<file path="src/rtl/nec_ir_frame_decoder_tol.sv">
// ============================================================================
// Module   : nec_ir_frame_decoder_tol
// Purpose  : NEC IR frame decoder that matches symbols to unit multiples +/- tolerance.
//            Define NEC_IR_DEC_REPEAT_CNT_EN to add the saturating repeat_count output.
// Revision : 1.0 - initial release
// ============================================================================
`default_nettype none

module nec_ir_frame_decoder_tol #(
  parameter int DBITS = 32
) (
  input  logic             clk,
  input  logic             rst_n,
  input  logic             receiver_en,
  input  logic             repeat_en,
  input  logic             ext_addr,
  input  logic [DBITS-1:0] t_unit,
  input  logic [DBITS-1:0] t_tol,
  input  logic             event_new,
  input  logic             event_type,
  input  logic [DBITS-1:0] event_delay,
  input  logic             event_timeout,
  output logic [15:0]      frame_addr,
  output logic [7:0]       frame_data,
  output logic             frame_repeat,
  output logic             frame_write,
  output logic             frame_error,
  output logic [2:0]       error_code
`ifdef NEC_IR_DEC_REPEAT_CNT_EN
  ,
  output logic [7:0]       repeat_count
`endif
);

  localparam int c_XW = DBITS + 5;

  typedef enum logic [2:0] {
    S_IDLE   = 3'd0,
    S_LEAD   = 3'd1,
    S_PREFIX = 3'd2,
    S_LATCH  = 3'd3,
    S_STOP   = 3'd4
  } state_t;

  state_t      r_state, w_state_nxt;
  logic [31:0] r_shift, w_shift_nxt;
  logic [5:0]  r_cnt, w_cnt_nxt;
  logic        r_armed, w_armed_nxt;
  logic        r_rpt, w_rpt_nxt;
  logic        w_wr, w_err, w_bit;
  logic [2:0]  w_code;
  logic [15:0] w_addr;
  logic        w_m1, w_m3, w_m4, w_m8, w_m16;

  // Lower window edge saturates at zero; widened arithmetic cannot overflow.
  function automatic logic f_match(input logic [4:0] k, input logic [DBITS-1:0] unit,
                                   input logic [DBITS-1:0] tol, input logic [DBITS-1:0] dly);
    logic [c_XW-1:0] nom, lo, hi, d;
    nom = c_XW'(k) * c_XW'(unit);
    lo  = (nom > c_XW'(tol)) ? (nom - c_XW'(tol)) : '0;
    hi  = nom + c_XW'(tol);
    d   = c_XW'(dly);
    return (d >= lo) && (d <= hi);
  endfunction

  assign w_m1  = !event_timeout && f_match(5'd1,  t_unit, t_tol, event_delay);
  assign w_m3  = !event_timeout && f_match(5'd3,  t_unit, t_tol, event_delay);
  assign w_m4  = !event_timeout && f_match(5'd4,  t_unit, t_tol, event_delay);
  assign w_m8  = !event_timeout && f_match(5'd8,  t_unit, t_tol, event_delay);
  assign w_m16 = !event_timeout && f_match(5'd16, t_unit, t_tol, event_delay);

  assign w_addr = ext_addr ? r_shift[15:0] : {8'h00, r_shift[7:0]};

  always_comb begin
    w_state_nxt = r_state;
    w_shift_nxt = r_shift;
    w_cnt_nxt   = r_cnt;
    w_armed_nxt = r_armed;
    w_rpt_nxt   = r_rpt;
    w_wr        = 1'b0;
    w_err       = 1'b0;
    w_code      = 3'd0;
    w_bit       = 1'b0;
    if (event_new) begin
      if (r_state != S_IDLE && event_timeout) begin
        w_err  = 1'b1;
        w_code = 3'd7;
      end else begin
        case (r_state)
          S_IDLE: begin
            if (event_timeout)
              w_armed_nxt = 1'b0;
            else if (!event_type && w_m16)
              w_state_nxt = S_LEAD;
          end
          S_LEAD: begin
            if (event_type && w_m8) begin
              w_state_nxt = S_PREFIX;
              w_shift_nxt = '0;
              w_cnt_nxt   = '0;
              w_rpt_nxt   = 1'b0;
            end else if (repeat_en && event_type && w_m4 && r_armed) begin
              w_state_nxt = S_STOP;
              w_rpt_nxt   = 1'b1;
            end else begin
              w_err  = 1'b1;
              w_code = 3'd1;
            end
          end
          S_PREFIX: begin
            if (!event_type && w_m1) begin
              w_state_nxt = S_LATCH;
            end else begin
              w_err  = 1'b1;
              w_code = 3'd2;
            end
          end
          S_LATCH: begin
            if (event_type && (w_m1 || w_m3)) begin
              w_bit       = !w_m1;
              w_shift_nxt = {w_bit, r_shift[31:1]};
              w_cnt_nxt   = r_cnt + 6'd1;
              w_state_nxt = (w_cnt_nxt == 6'd32) ? S_STOP : S_PREFIX;
            end else begin
              w_err  = 1'b1;
              w_code = 3'd3;
            end
          end
          S_STOP: begin
            w_state_nxt = S_IDLE;
            if (event_type || !w_m1) begin
              w_err  = 1'b1;
              w_code = 3'd4;
            end else if (r_rpt) begin
              w_wr = 1'b1;
            end else if (!ext_addr && (r_shift[7:0] != ~r_shift[15:8])) begin
              w_err  = 1'b1;
              w_code = 3'd5;
            end else if (r_shift[23:16] != ~r_shift[31:24]) begin
              w_err  = 1'b1;
              w_code = 3'd6;
            end else begin
              w_wr = 1'b1;
            end
          end
          default: w_state_nxt = S_IDLE;
        endcase
      end
      if (w_err) begin
        w_state_nxt = S_IDLE;
        w_armed_nxt = 1'b0;
      end
      if (w_wr && !r_rpt)
        w_armed_nxt = 1'b1;
    end
  end

  always_ff @(posedge clk or negedge rst_n) begin
    if (!rst_n) begin
      r_state      <= S_IDLE;
      r_shift      <= '0;
      r_cnt        <= '0;
      r_armed      <= 1'b0;
      r_rpt        <= 1'b0;
      frame_addr   <= '0;
      frame_data   <= '0;
      frame_repeat <= 1'b0;
      frame_write  <= 1'b0;
      frame_error  <= 1'b0;
      error_code   <= '0;
    end else if (!receiver_en) begin
      r_state     <= S_IDLE;
      r_shift     <= '0;
      r_cnt       <= '0;
      r_armed     <= 1'b0;
      r_rpt       <= 1'b0;
      frame_write <= 1'b0;
      frame_error <= 1'b0;
    end else begin
      r_state     <= w_state_nxt;
      r_shift     <= w_shift_nxt;
      r_cnt       <= w_cnt_nxt;
      r_armed     <= w_armed_nxt;
      r_rpt       <= w_rpt_nxt;
      frame_write <= w_wr;
      frame_error <= w_err;
      if (w_err)
        error_code <= w_code;
      if (w_wr) begin
        frame_repeat <= r_rpt;
        // A repeat re-announces the previous frame, so address/data hold.
        if (!r_rpt) begin
          frame_addr <= w_addr;
          frame_data <= r_shift[23:16];
        end
      end
    end
  end

`ifdef NEC_IR_DEC_REPEAT_CNT_EN
  always_ff @(posedge clk or negedge rst_n) begin
    if (!rst_n)
      repeat_count <= '0;
    else if (!receiver_en)
      repeat_count <= '0;
    else if (w_wr) begin
      if (!r_rpt)
        repeat_count <= '0;
      else if (repeat_count != 8'hFF)
        repeat_count <= repeat_count + 8'd1;
    end
  end
`else
`endif

endmodule

`default_nettype wire

</file>
<file path="config.mk">
export PLATFORM = sky130hd
export DESIGN_NAME = nec_ir_frame_decoder_tol
export DESIGN_NICKNAME = d
export VERILOG_FILES = /design/src/rtl/nec_ir_frame_decoder_tol.sv
export SDC_FILE = /design/constraint.sdc
export NUM_CORES = 1
export LEC_CHECK = 0
export ABC_AREA = 1
export BUFFER_PORTS_ARGS = -buffer_cell sky130_fd_sc_hd__clkbuf_2
export CELL_PAD_IN_SITES_DETAIL_PLACEMENT = 1
export CELL_PAD_IN_SITES_GLOBAL_PLACEMENT = 1
export CORE_ASPECT_RATIO = 0.8
export CORE_UTILIZATION = 30
export CTS_CLUSTER_DIAMETER = 80
export CTS_CLUSTER_SIZE = 24
export DETAILED_ROUTE_END_ITERATION = 8
export PLACE_DENSITY_LB_ADDON = 0.1
export SLEW_MARGIN = 30
export SYNTH_ARGS = -nofsm -noshare
export SYNTH_HDL_FRONTEND = slang
export SYNTH_SLANG_ARGS = --single-unit
</file>
<file path="constraint.sdc">
create_clock -name clk -period 3 [get_ports clk]
set_input_delay 0.3 -clock clk [delete_from_list [all_inputs] [get_ports clk]]
set_output_delay 0.3 -clock clk [all_outputs]
set_load 0.03 [all_outputs]
</file>
==> qor.log, run 1 <==
INFO  placement      io_buffer_count=133
INFO  timing         fmax=168MHz
INFO  die            core_area=0.103sqmm
INFO  die            std_cell_rows=105
INFO  global_routing grt_overflow_total=0
INFO  detailed_routing antenna_left=0
INFO  worst_setup_path start_kind=input pin
INFO  die            fp.dieH=291um
INFO  detailed_routing drt_drc_violations_left=0
INFO  worst_setup_path timing.setup.critical_path_class=input pin to flop
INFO  synth          synth_async_sr_flop_share=100%
INFO  synth          postSynthCellCount=5,102
INFO  placement      placement.cell_area=0.0477sqmm
INFO  finish         fillerInstances=13.8k
INFO  die            die-width=363um
INFO  detailed_routing mean_routed_wirelength_per_cell=22.5um
INFO  clock_tree     clk_latency=360ps
INFO  global_routing grt.met3_usage=3.84%
INFO  synth          synth_seq_area_share=5.85%
INFO  finish         final_layout_size_suffix_gt1_share=34.8%
INFO  worst_setup_path max_stage_delay=340ps
INFO  die            ios=134
INFO  clock_tree     tritoncts=done
INFO  job            max_cap_viol=0
INFO  clock_tree     tritoncts_num_sinks=73
INFO  worst_setup_path critPathRequiredTime=3290ps
INFO  placement      place_congestion=0.969
INFO  worst_setup_path worstReg2RegStart=r_state[2]
INFO  die            dieArea=0.105sqmm
INFO  worst_setup_path worst_r2r_endpoint=r_cnt[2]
INFO  global_routing globalRouteMet1Util=48.9%
INFO  synth          ys_types=65
INFO  timing         maxSlewViolCount=0
INFO  die            initial_core_utilization=30.4%
INFO  timing         finalCriticalPeriod=5940ps
INFO  detailed_routing drt-vias-per-instance=5.13
INFO  power_and_ir_drop static-leakage-power=0.0268uW
INFO  detailed_routing dr.first_iter.drc_count=2,502
INFO  outcome        violations=negative setup slack
INFO  clock_tree     clk_transition_reported_paths=60ps
INFO  timing         hold_violations=0
INFO  worst_setup_path worst-path-max-fanout=4
INFO  timing         fin_crit_sh=198%
INFO  worst_setup_path critical-path-slowest-cell=ha_4
INFO  timing         finalSetupTns=-197,980ps
INFO  clock_tree     cts_h_tree_depth=3
INFO  finish         final_cell_area=0.0497sqmm
INFO  worst_setup_path arrival=6230ps
INFO  global_routing grt.busiest_layer=met2
INFO  clock_tree     cts-buffers-inserted=9
INFO  timing         actual_slew_at_the_worst_max_slew_pin=748ps
INFO  worst_setup_path timing.reg2reg.worst_path_depth=8
INFO  outcome        run_status=finished with violations
INFO  worst_setup_path cpMostUsedCell=buf_4
INFO  synth          yosys_warnings=0
INFO  hold_path      worstHoldPathType=input pin to flop
INFO  global_routing pin_count_of_the_biggest_net_entering_global_routing=46
INFO  detailed_routing wirelength=189mm
INFO  timing         maxSlewHeadroom=49.7%
INFO  timing         setup-violations-final=73
INFO  power_and_ir_drop cell_pwr_density=376mW/mm^2
INFO  synth          postSynthNetCount=5,868
INFO  finish         syn_to_final_growth=59.2%
INFO  detailed_routing dr.pass1.iters=5
INFO  synth          synthFlopType=dfrtp_1
INFO  timing         unrepaired_setup_endpoints_after_global_routing=yes
INFO  placement      hpwl=168mm
INFO  synth          synth-edff-count=0
INFO  global_routing first_global_vias=44.9k
INFO  synth          ys_ff_latch=73
INFO  clock_tree     clock_tree.buffer_depth=2
INFO  finish         final_net_count=7,765
INFO  worst_setup_path setup.worst_path.start=t_unit[3]
INFO  timing         final.setup.worst_slack=-2940ps
INFO  global_routing m2_gr_usage=55.1%
INFO  global_routing global_route_wire_length_before_repair=273mm
INFO  power_and_ir_drop peak_ir_drop_on_the_vdd_network=0.338mV
INFO  synth          synth_area_per_cell=6.12squm
INFO  clock_tree     clk_root_buffer_cell=clkbuf_16
INFO  global_routing gr-usage-all-layers=34.7%
INFO  synth          syn-cell-area=0.0312sqmm
INFO  worst_setup_path endpoint_kind=flop
INFO  detailed_routing num_vias=43.1k
INFO  timing         final.setup_skew=6.51ps
INFO  worst_setup_path r2r_slack=410ps
INFO  worst_setup_path crit_end=r_state[0]
INFO  global_routing number_of_antenna_violations_at_the_first_check_in_global_routing=7
-- kinds of logic (layout without fill, tap and decap cells) --
kind of cell	after synthesis	count (layout)	synth area share (%)
other	0	5	0
adders and majority gates	662	662	26.7
AOI/OAI and AO/OA	1136	1136	20.8
and+or+nand+nor	2216	2216	30.3
buffers and inverters	793	2695	10.2
DFF	73	73	5.85
xor gates and xnor gates	222	222	6.22
-- layout by cell type, fill, tap and decap left out, types with 55 or more instances in the layout --
master / netlist / final
buf_4: 7 / 1826
nand2_1: 1117 / 1087
inv_1: 633 / 622
ha_1: 654 / 611
nor2_1: 554 / 533
a21oi_1: 543 / 509
nand3_1: 275 / 252
o21ai_0: 267 / 238
xor2_1: 201 / 196
clkbuf_2: 0 / 122
dfrtp_1: 73 / 73
nand4_1: 55 / 55
-- flip-flops by register name, summed over array words and instances, names as in the netlist, 3 cells and up --
| register | count |
|---|---|
| r_state | 3 |
| r_shift | 32 |
| error_code | 3 |
| frame_addr | 16 |
| frame_data | 8 |
| r_cnt | 6 |
-- where the power goes --
part,total [uW],internal [uW],switching [uW]
Combinational,16300,7430,8910
Clock,1300,815,481
Sequential,1070,1030,41.6
Total,18700,9270,9440
-- metal layers --
metal  vias to the layer above  share of wire (%)
met5                         -                  0
li1                      20800                  -
met2                       966                 44
met1                     21100                 48
met3                       217                5.1
met4                         0                3.5
-- layout make-up --
class	count	area, sq um	area share (%)
timing repair buffer	2027	15700	31.5
sequential	73	1830	3.67
inverter	652	2480	4.98
tap	1391	1740	3.50
clock inverter	5	104	0.209
clock buffer	11	233	0.468
antenna	5	12.5	0.0252
multi-input combinational	4236	27700	55.6
-- synth_stat cells (all sizes together), types with 2 or more instances --
cell     instances  share of area (%)
o221a            2              0.072
a21oi          550                8.9
and2             3              0.060
nand4           57                1.2
a21boi          22               0.56
o221ai           6               0.17
xor2           201                5.6
o21a            27               0.65
o22ai            4              0.080
clkinv           2              0.024
dfrtp           73                5.8
inv            650                7.8
a31oi           45               0.90
a21o            42                1.0
fa               8               0.51
nand3b           8               0.19
o31ai           17               0.41
nor3            55               0.90
or2             49               0.98
nand3          309                5.5
o2111ai          4               0.11
nor2           561                6.8
ha             654                 26
and3             8               0.16
a211oi           9               0.22
nand2         1128                 14
o21bai          49                1.2
xnor2           21               0.59
o211ai          13               0.31
o41ai            2              0.056
o21ai          332                5.8
nor4b            2              0.056
a41oi            2              0.056
nor4            34               0.74
a31o             2              0.056
clkbuf          42               0.50
buf             99                1.8
a221oi           3              0.084
-- critical path, delay by kind of cell --
family	cells	cell delay [ps]
buffers and inverters	17	2020
and+or+nand+nor	25	2420
adders and majority gates	2	560
AOI/OAI and AO/OA	5	720
xor gates and xnor gates	1	180
-- how the worst min path moves through the flow --
stage / from / end / slack (ps) / cells past startpoint
after detailed placement: rst_n / frame_error / 350 / 1
after CTS: event_new / error_code[0] / 270 / 3
after floorplan: rst_n / error_code[0] / 4 / 0
final: event_new / error_code[0] / 280 / 3
after global placement: rst_n / frame_error / 340 / 1
after global routing: event_new / error_code[0] / 280 / 3
-- timing repair --
action	CTS	global route
hold endpoints to repair	44	0
endpoints found under the setup margin	73	73
hold buffers	1	0
cloned	2	1
buffers inserted	33	19
gates resized for setup	130	137
pin swaps	12	31
-- per-stage QoR --
step / util, % / worst slack [ps] / total power [uW] / hold slack [ps] / cells
detailed placement: 46.4 / -3710 / 16200 / 349 / 8325
floorplan: - / -2220 / 8330 / 4.41 / 5102
global placement: 46.4 / -3600 / 15800 / 344 / 8325
global route: 48.3 / -3260 / 20100 / 284 / 8396
finish: 48.4 / -2940 / 18700 / 281 / 8400
CTS: 47.6 / -2840 / 18100 / 271 / 8376
Note: power is estimated with default switching activity, not from simulation.
==> run 2: changes to the inputs <==
--- a/config.mk
+++ b/config.mk
@@ -14,7 +14,8 @@
 export CTS_CLUSTER_DIAMETER = 80
 export CTS_CLUSTER_SIZE = 24
 export DETAILED_ROUTE_END_ITERATION = 8
-export PLACE_DENSITY_LB_ADDON = 0.1
+export GPL_TIMING_DRIVEN = 0
+export PLACE_DENSITY = 0.59
 export SLEW_MARGIN = 30
 export SYNTH_ARGS = -nofsm -noshare
 export SYNTH_HDL_FRONTEND = slang
==> run 2 against run 1 <==
The run still ends with negative setup slack left; utilization shrank 12 points; design area shrank 25%; clock skew grew 0.88 ps; critical path depth shrank 12; maximum frequency shrank 6.3%; largest power group unchanged; count of clock-buffer cells in the layout shrank 1; clock power shrank 15%; largest cell class unchanged; sequential cell count is the same; die area is the same.
==> qor.log, run 2 (synthesized netlist as in run 1, its figures left out) <==
INFO  timing         finalSetupTns=-218,300ps [-20,320 ps]
INFO  power_and_ir_drop peak_ir_drop_on_the_vdd_network=0.290mV [-14%]
INFO  die            initial_core_utilization=30.4% [unchanged]
INFO  die            std_cell_rows=105 [unchanged]
INFO  timing         finalCriticalPeriod=6340ps [+397 ps]
INFO  placement      number_of_placed_cells_counting_well_taps=6,626 [-20%]
INFO  hold_path      worstHoldPathType=input pin to flop
INFO  finish         final-seq-area=0.00183sqmm [unchanged]
INFO  worst_setup_path arrival=6560ps [+330 ps]
INFO  timing         fmax=158MHz [-6.3%]
INFO  timing         maxSlewHeadroom=23.2% [-26 points]
INFO  die            die-width=363um [unchanged]
INFO  power_and_ir_drop cell_pwr_density=376mW/mm^2 [about the same]
INFO  timing         final.setup.worst_slack=-3340ps [-397 ps]
INFO  global_routing first_global_vias=36.8k [-18%]
INFO  timing         fin_crit_sh=211% [+13 points]
INFO  finish         fillerInstances=13.4k [-3.3%]
INFO  finish         largest_register_ffs=32 [unchanged]
INFO  timing         setup-violations-final=73 [unchanged]
INFO  power_and_ir_drop design_power_total=14,100uW [-25%]
INFO  finish         final_layout_size_suffix_gt1_share=15.4% [-19 points]
INFO  finish         layout_common_cells=1,081 x nand2_1, 601 x ha_1, 595 x inv_1
INFO  placement      hpwl=134mm [-20%]
INFO  outcome        violations=negative setup slack
INFO  timing         unrepaired_setup_endpoints_after_global_routing=yes
INFO  worst_setup_path worst-path-max-fanout=10 [+6]
INFO  timing         actual_slew_at_the_worst_max_slew_pin=1140ps [+391 ps]
INFO  timing         maxSlewViolCount=0 [unchanged]
INFO  detailed_routing num_vias=36.1k [-16%]
INFO  worst_setup_path critPathRequiredTime=3230ps [-60 ps]
INFO  worst_setup_path critical-path-slowest-cell=nor4_4
INFO  timing         final.setup_skew=7.39ps [+0.878 ps]
INFO  clock_tree     cts_h_tree_depth=3 [unchanged]
INFO  power_and_ir_drop static-leakage-power=0.0187uW [-30%]
INFO  outcome        run_status=finished with violations
INFO  die            fp.dieH=291um [unchanged]
INFO  finish         largestRegisters=r_shift: 32 flops, frame_addr: 16 flops, frame_data: 8 flops
INFO  clock_tree     tritoncts=done
INFO  placement      place_congestion=0.939 [-3.1%]
INFO  detailed_routing dr.first_iter.drc_count=2,176 [-13%]
INFO  placement      io_buffer_count=133 [unchanged]
INFO  die            ios=134 [unchanged]
INFO  clock_tree     cts-buffers-inserted=9 [unchanged]
INFO  finish         final_net_count=6,137 [-21%]
INFO  detailed_routing wirelength=155mm [-18%]
INFO  timing         hold_violations=0 [unchanged]
INFO  global_routing grt_overflow_total=0 [unchanged]
INFO  finish         syn_to_final_growth=19.9%
INFO  placement      preCtsSetupSlack=-6000ps [-2290 ps]
INFO  clock_tree     tritoncts_num_sinks=73 [unchanged]
INFO  clock_tree     clock_tree.buffer_depth=2 [unchanged]
INFO  finish         registers.top_by_ff_count=r_shift
INFO  worst_setup_path max_stage_delay=380ps [+40 ps]
INFO  die            core_area=0.103sqmm [unchanged]
INFO  detailed_routing dr.pass1.iters=5 [unchanged]
INFO  detailed_routing mean_routed_wirelength_per_cell=23.0um [+2.1%]
INFO  detailed_routing drt-vias-per-instance=5.33 [+4.1%]
INFO  die            dieArea=0.105sqmm [unchanged]
INFO  detailed_routing antenna_left=0 [unchanged]
INFO  finish         final-instance-count-excl-fill=6,769 [-19%]
INFO  finish         area_used_by_multi_input_combinational_logic=0.0279sqmm [+0.82%]
INFO  clock_tree     clk_latency=350ps [about the same]
INFO  clock_tree     clk_root_buffer_cell=clkbuf_16
INFO  global_routing pin_count_of_the_biggest_net_entering_global_routing=74 [+61%]
INFO  worst_setup_path endpoint_kind=flop
INFO  worst_setup_path timing.setup.critical_path_class=input pin to flop
INFO  detailed_routing drt_drc_violations_left=0 [unchanged]
INFO  timing         worst_hold_slack=260ps [-21.3 ps]
INFO  worst_setup_path cpMostUsedCell=nand2_4
INFO  global_routing global_route_wire_length_before_repair=227mm [-17%]
INFO  clock_tree     clk_transition_reported_paths=60ps [about the same]
INFO  global_routing number_of_antenna_violations_at_the_first_check_in_global_routing=1 [-6]
INFO  job            max_cap_viol=0 [unchanged]
INFO  finish         layout.cells.most_common=nand2_1
INFO  worst_setup_path start_kind=input pin
INFO  global_routing gr-usage-all-layers=28.5% [-6.2 points]
-- run 2: final cells by class --
type	count	share of cell area (%)
antenna	2	0.0134
buffer	134	2.47
clock buffer	10	0.611
clock inverter	6	0.180
inverter	652	6.89
multi-input combinational	4236	74.5
sequential	73	4.88
tap	1391	4.65
timing repair buffer	265	5.79
-- run 2: path summary, 6_finish.rpt --
path,startpoint,to,slack [ps],depth (start not counted)
worst max-delay path,t_unit[23],r_shift[11],-3340,38
worst max register to register,r_shift[16],frame_addr[1],280,9
max in group asynchronous,rst_n,r_shift[28],2010,2
worst min register to register,r_armed,r_armed,480,2
min in group asynchronous,rst_n,frame_error,490,2
worst min-delay path,event_new,error_code[1],260,3
-- run 2: timing repair --
action,CTS,global route
pin swaps,37,65
gates cloned,5,1
endpoints found under the setup margin,73,73
resized for setup,193,251
hold endpoints to repair,30,0
setup buffers,43,83
hold buffers,1,0
-- run 2: stage by stage --
step | util, % | area [sq um]
2_1_floorplan | - | 31800
3_5_place_dp | 33.2 | 34200
4_1_cts | 34.9 | 35900
3_3_place_gp | 33.2 | 34200
6_report | 36.4 | 37400
5_1_grt | 36.4 | 37400
-- run 2: where the power goes --
part	internal, uW	total, uW	switching [uW]
Clock	647	1100	456
Sequential	1030	1060	35.2
Combinational	4270	11900	7640
Total	5950	14100	8130
-- run 2: metal layers --
layer	wire, um	up-vias	global-route usage, %	part of all wire, %
met4	4230	0	6.77	2.7
li1	-	17600	-	-
met5	0	-	0	0
met2	68400	737	45.6	44
met3	7510	166	2.46	4.8
met1	75200	17600	40.7	48
-- run 2: critical path: cells and delay by family --
kind	cells	cell delay [ps]
and+or+nand+nor	19	2970
xor gates and xnor gates	1	140
buffers and inverters	10	1410
adders and majority gates	3	700
AOI/OAI and AO/OA	5	950
==> run 3: changes to the inputs <==
==> constraint.sdc (replaced) <==
create_clock -name clk -period 6.75 [get_ports clk]
set_input_delay 0.675 -clock clk [delete_from_list [all_inputs] [get_ports clk]]
set_output_delay 0.675 -clock clk [all_outputs]
set_load 0.03 [all_outputs]
==> run 3 against run 2 <==
The run now ends clean; final cell count decreased by 0.33%; utilization decreased by 0.34 points; design area decreased by 0.93%; setup slack improved by 3400 ps; count of clock-buffer cells in the layout decreased by 1; die area unchanged; largest cell class unchanged; sequential cell count unchanged; clock skew increased by 2.7 ps; clock power decreased by 48%; register-to-register slack improved by 3700 ps.
==> qor.log, run 3 (synthesized netlist as in run 1, its figures left out) <==
INFO  outcome        run_status=complete, no violations
INFO  job            max_cap_viol=0 [unchanged]
INFO  worst_setup_path worst_r2r_endpoint=frame_addr[6]
INFO  timing         actual_slew_at_the_worst_max_slew_pin=985ps [-154 ps]
INFO  die            dieArea=0.105sqmm [unchanged]
INFO  clock_tree     tritoncts=done
INFO  timing         worst_hold_slack=321ps [+60.9 ps]
INFO  finish         largestRegisters=r_shift: 32 flops, frame_addr: 16 flops, frame_data: 8 flops
INFO  power_and_ir_drop power.clock.fraction=9.1% [+1.3 points]
INFO  worst_setup_path start_kind=input pin
INFO  placement      hpwl=134mm [+0.37%]
INFO  clock_tree     clk_transition_reported_paths=60ps [about the same]
INFO  timing         hold_violations=0 [unchanged]
INFO  worst_setup_path critPathRequiredTime=7020ps [+3790 ps]
INFO  finish         largest_register_ffs=32 [unchanged]
INFO  die            die-width=363um [unchanged]
INFO  power_and_ir_drop switching_power=3620uW [-56%]
INFO  die            initial_core_utilization=30.4% [unchanged]
INFO  die            ios=134 [unchanged]
INFO  detailed_routing drt-vias-per-instance=5.40 [+1.2%]
INFO  die            core_area=0.103sqmm [unchanged]
INFO  detailed_routing antenna_left=0 [unchanged]
INFO  power_and_ir_drop switching_share=57.3% [-0.50 points]
INFO  clock_tree     clock_tree.buffer_depth=2 [unchanged]
INFO  finish         final-seq-area=0.00183sqmm [unchanged]
INFO  worst_setup_path worst-path-max-fanout=8 [-2]
INFO  timing         fmax=150MHz
INFO  worst_setup_path timing.setup.critical_path_class=input pin to flop
INFO  worst_setup_path timing.reg2reg.worst_path_depth=9 [unchanged]
INFO  global_routing pin_count_of_the_biggest_net_entering_global_routing=74 [unchanged]
INFO  worst_setup_path r2r_slack=4000ps [+3720 ps]
INFO  timing         finalCriticalPeriod=6680ps
INFO  timing         maxSlewViolCount=0 [unchanged]
INFO  finish         final-instance-count-excl-fill=6,747 [-0.33%]
INFO  finish         final_core_util=36.1% [-0.34 points]
INFO  worst_setup_path max_stage_delay=460ps [+80 ps]
INFO  detailed_routing mean_routed_wirelength_per_cell=23.5um [+2.2%]
INFO  die            std_cell_rows=105 [unchanged]
INFO  global_routing first_global_vias=36.8k [+0.024%]
INFO  global_routing gr-usage-all-layers=28.9% [+0.40 points]
INFO  timing         setup-violations-final=0 [-100%]
INFO  detailed_routing dr.pass1.iters=5 [unchanged]
INFO  placement      place_congestion=0.951 [+1.2%]
INFO  worst_setup_path worstPathBufferInverterCount=8 [-2]
INFO  power_and_ir_drop peak_ir_drop_on_the_vdd_network=0.135mV [-54%]
INFO  worst_setup_path endpoint_kind=flop
INFO  finish         registers.top_by_ff_count=r_shift
INFO  timing         unrepaired_setup_endpoints_after_global_routing=yes
INFO  global_routing global_route_wire_length_before_repair=229mm [+1.0%]
INFO  timing         final.setup.worst_slack=65.3ps [+3400 ps]
INFO  detailed_routing drt_drc_violations_left=0 [unchanged]
INFO  placement      number_of_placed_cells_counting_well_taps=6,626 [unchanged]
INFO  clock_tree     cts_h_tree_depth=3 [unchanged]
INFO  clock_tree     clk_root_buffer_cell=clkbuf_16
INFO  power_and_ir_drop intPower=2700uW [-55%]
INFO  detailed_routing num_vias=36.4k [+0.86%]
INFO  timing         final.setup_skew=10.1ps [+2.71 ps]
INFO  power_and_ir_drop cell_pwr_density=170mW/mm^2 [-55%]
INFO  placement      io_buffer_count=133 [unchanged]
INFO  global_routing grt_overflow_total=0 [unchanged]
INFO  power_and_ir_drop power_frac_seq=7.5% [about the same]
INFO  worst_setup_path cpLargestDelayFamily=simple AND/OR/NAND/NOR gates
INFO  clock_tree     clk_latency=350ps [about the same]
INFO  hold_path      worstHoldPathType=input pin to async pin
INFO  power_and_ir_drop design_power_total=6310uW [-55%]
INFO  finish         area_used_by_multi_input_combinational_logic=0.0277sqmm [-0.81%]
INFO  die            fp.dieH=291um [unchanged]
INFO  finish         layout_common_cells=1,083 x nand2_1, 607 x ha_1, 603 x inv_1
INFO  clock_tree     cts-buffers-inserted=9 [unchanged]
INFO  timing         maxSlewHeadroom=33.6% [+10 points]
INFO  finish         final_net_count=6,116 [-0.34%]
INFO  worst_setup_path worstReg2RegStart=r_shift[22]
INFO  worst_setup_path critical-path-slowest-cell=ha_1
INFO  finish         final_layout_size_suffix_gt1_share=14.3% [-1.1 points]
INFO  power_and_ir_drop static-leakage-power=0.0186uW [-0.60%]
INFO  finish         syn_to_final_growth=18.7%
INFO  worst_setup_path arrival=6960ps [+400 ps]
INFO  finish         fillerInstances=13.4k [+0.55%]
INFO  power_and_ir_drop p_comb_share=83.4% [-1.2 points]
INFO  finish         layout.cells.most_common=nand2_1
INFO  detailed_routing wirelength=158mm [+1.9%]
INFO  detailed_routing dr.first_iter.drc_count=2,245 [+3.2%]
INFO  timing         fin_crit_sh=99.0%
INFO  worst_setup_path cpMostUsedCell=nand2_1
INFO  clock_tree     tritoncts_num_sinks=73 [unchanged]
INFO  global_routing number_of_antenna_violations_at_the_first_check_in_global_routing=4 [+3]
INFO  placement      preCtsSetupSlack=-3220ps [+2780 ps]
==> run 3: cell count changes in the layout (fill, tap and decap cells not counted), moves of 6 or more <==
cell        before  now
inv_1          595  603
clkbuf_4        33   12
ha_1           601  607
nand3_2         41   25
buf_4          135  124
clkinvlp_4      34   27
o21ai_2         52   42
ha_4            44   29
ha_2             9   18
nand3_1        252  263
o21ai_1         29   38
clkbuf_2        93  101
==> run 3: metrics by stage <==
step / TNS (ps) / area [sq um]
2_1_floorplan: 0 / 31200
3_3_place_gp: -186810 / 33600
3_5_place_dp: -178710 / 33700
4_1_cts: 0 / 35800
5_1_grt: -3010 / 37100
6_report: 0 / 37100
==> run 3: layout make-up <==
type / count / share of cell area [%]
antenna: 1 / 0.00675
buffer: 116 / 2.15
clock buffer: 9 / 0.607
clock inverter: 7 / 0.341
inverter: 652 / 6.90
multi-input combinational: 4236 / 74.6
sequential: 73 / 4.92
tap: 1391 / 4.69
timing repair buffer: 262 / 5.78
==> run 3: worst max-delay path by stage <==
stage               startpoint          end  cells after the start
finish               t_tol[15]     r_cnt[3]                     33
global route         t_unit[8]     r_cnt[3]                     44
CTS                  t_tol[19]     r_cnt[4]                     36
detailed placement   t_unit[1]  r_shift[15]                     39
global placement     t_unit[1]  r_shift[15]                     39
floorplan            t_unit[0]     r_cnt[4]                     42
==> run 3: layer usage <==
metal	track usage, %	routed length (um)
met3	1.98	7090
met2	46.8	70300
met1	41.4	77200
met4	6.09	3570
met5	0	0
==> run 3: repair_timing <==
action / 4_1_cts / 5_1_grt
buffers inserted: 61 / 63
setup endpoints to repair: 73 / 72
gates cloned: 3 / 4
pin swaps: 66 / 60
resized for setup: 244 / 193
hold buffers: 0 / 0
==> run 3: power by group through the flow <==
stage	Combinational, uW	Clock, uW	Sequential (uW)
2_1_floorplan	3090	0	494
3_3_place_gp	4480	0	480
3_5_place_dp	4580	0	480
4_1_cts	4940	585	472
5_1_grt	5820	605	474
6_report	5260	577	473
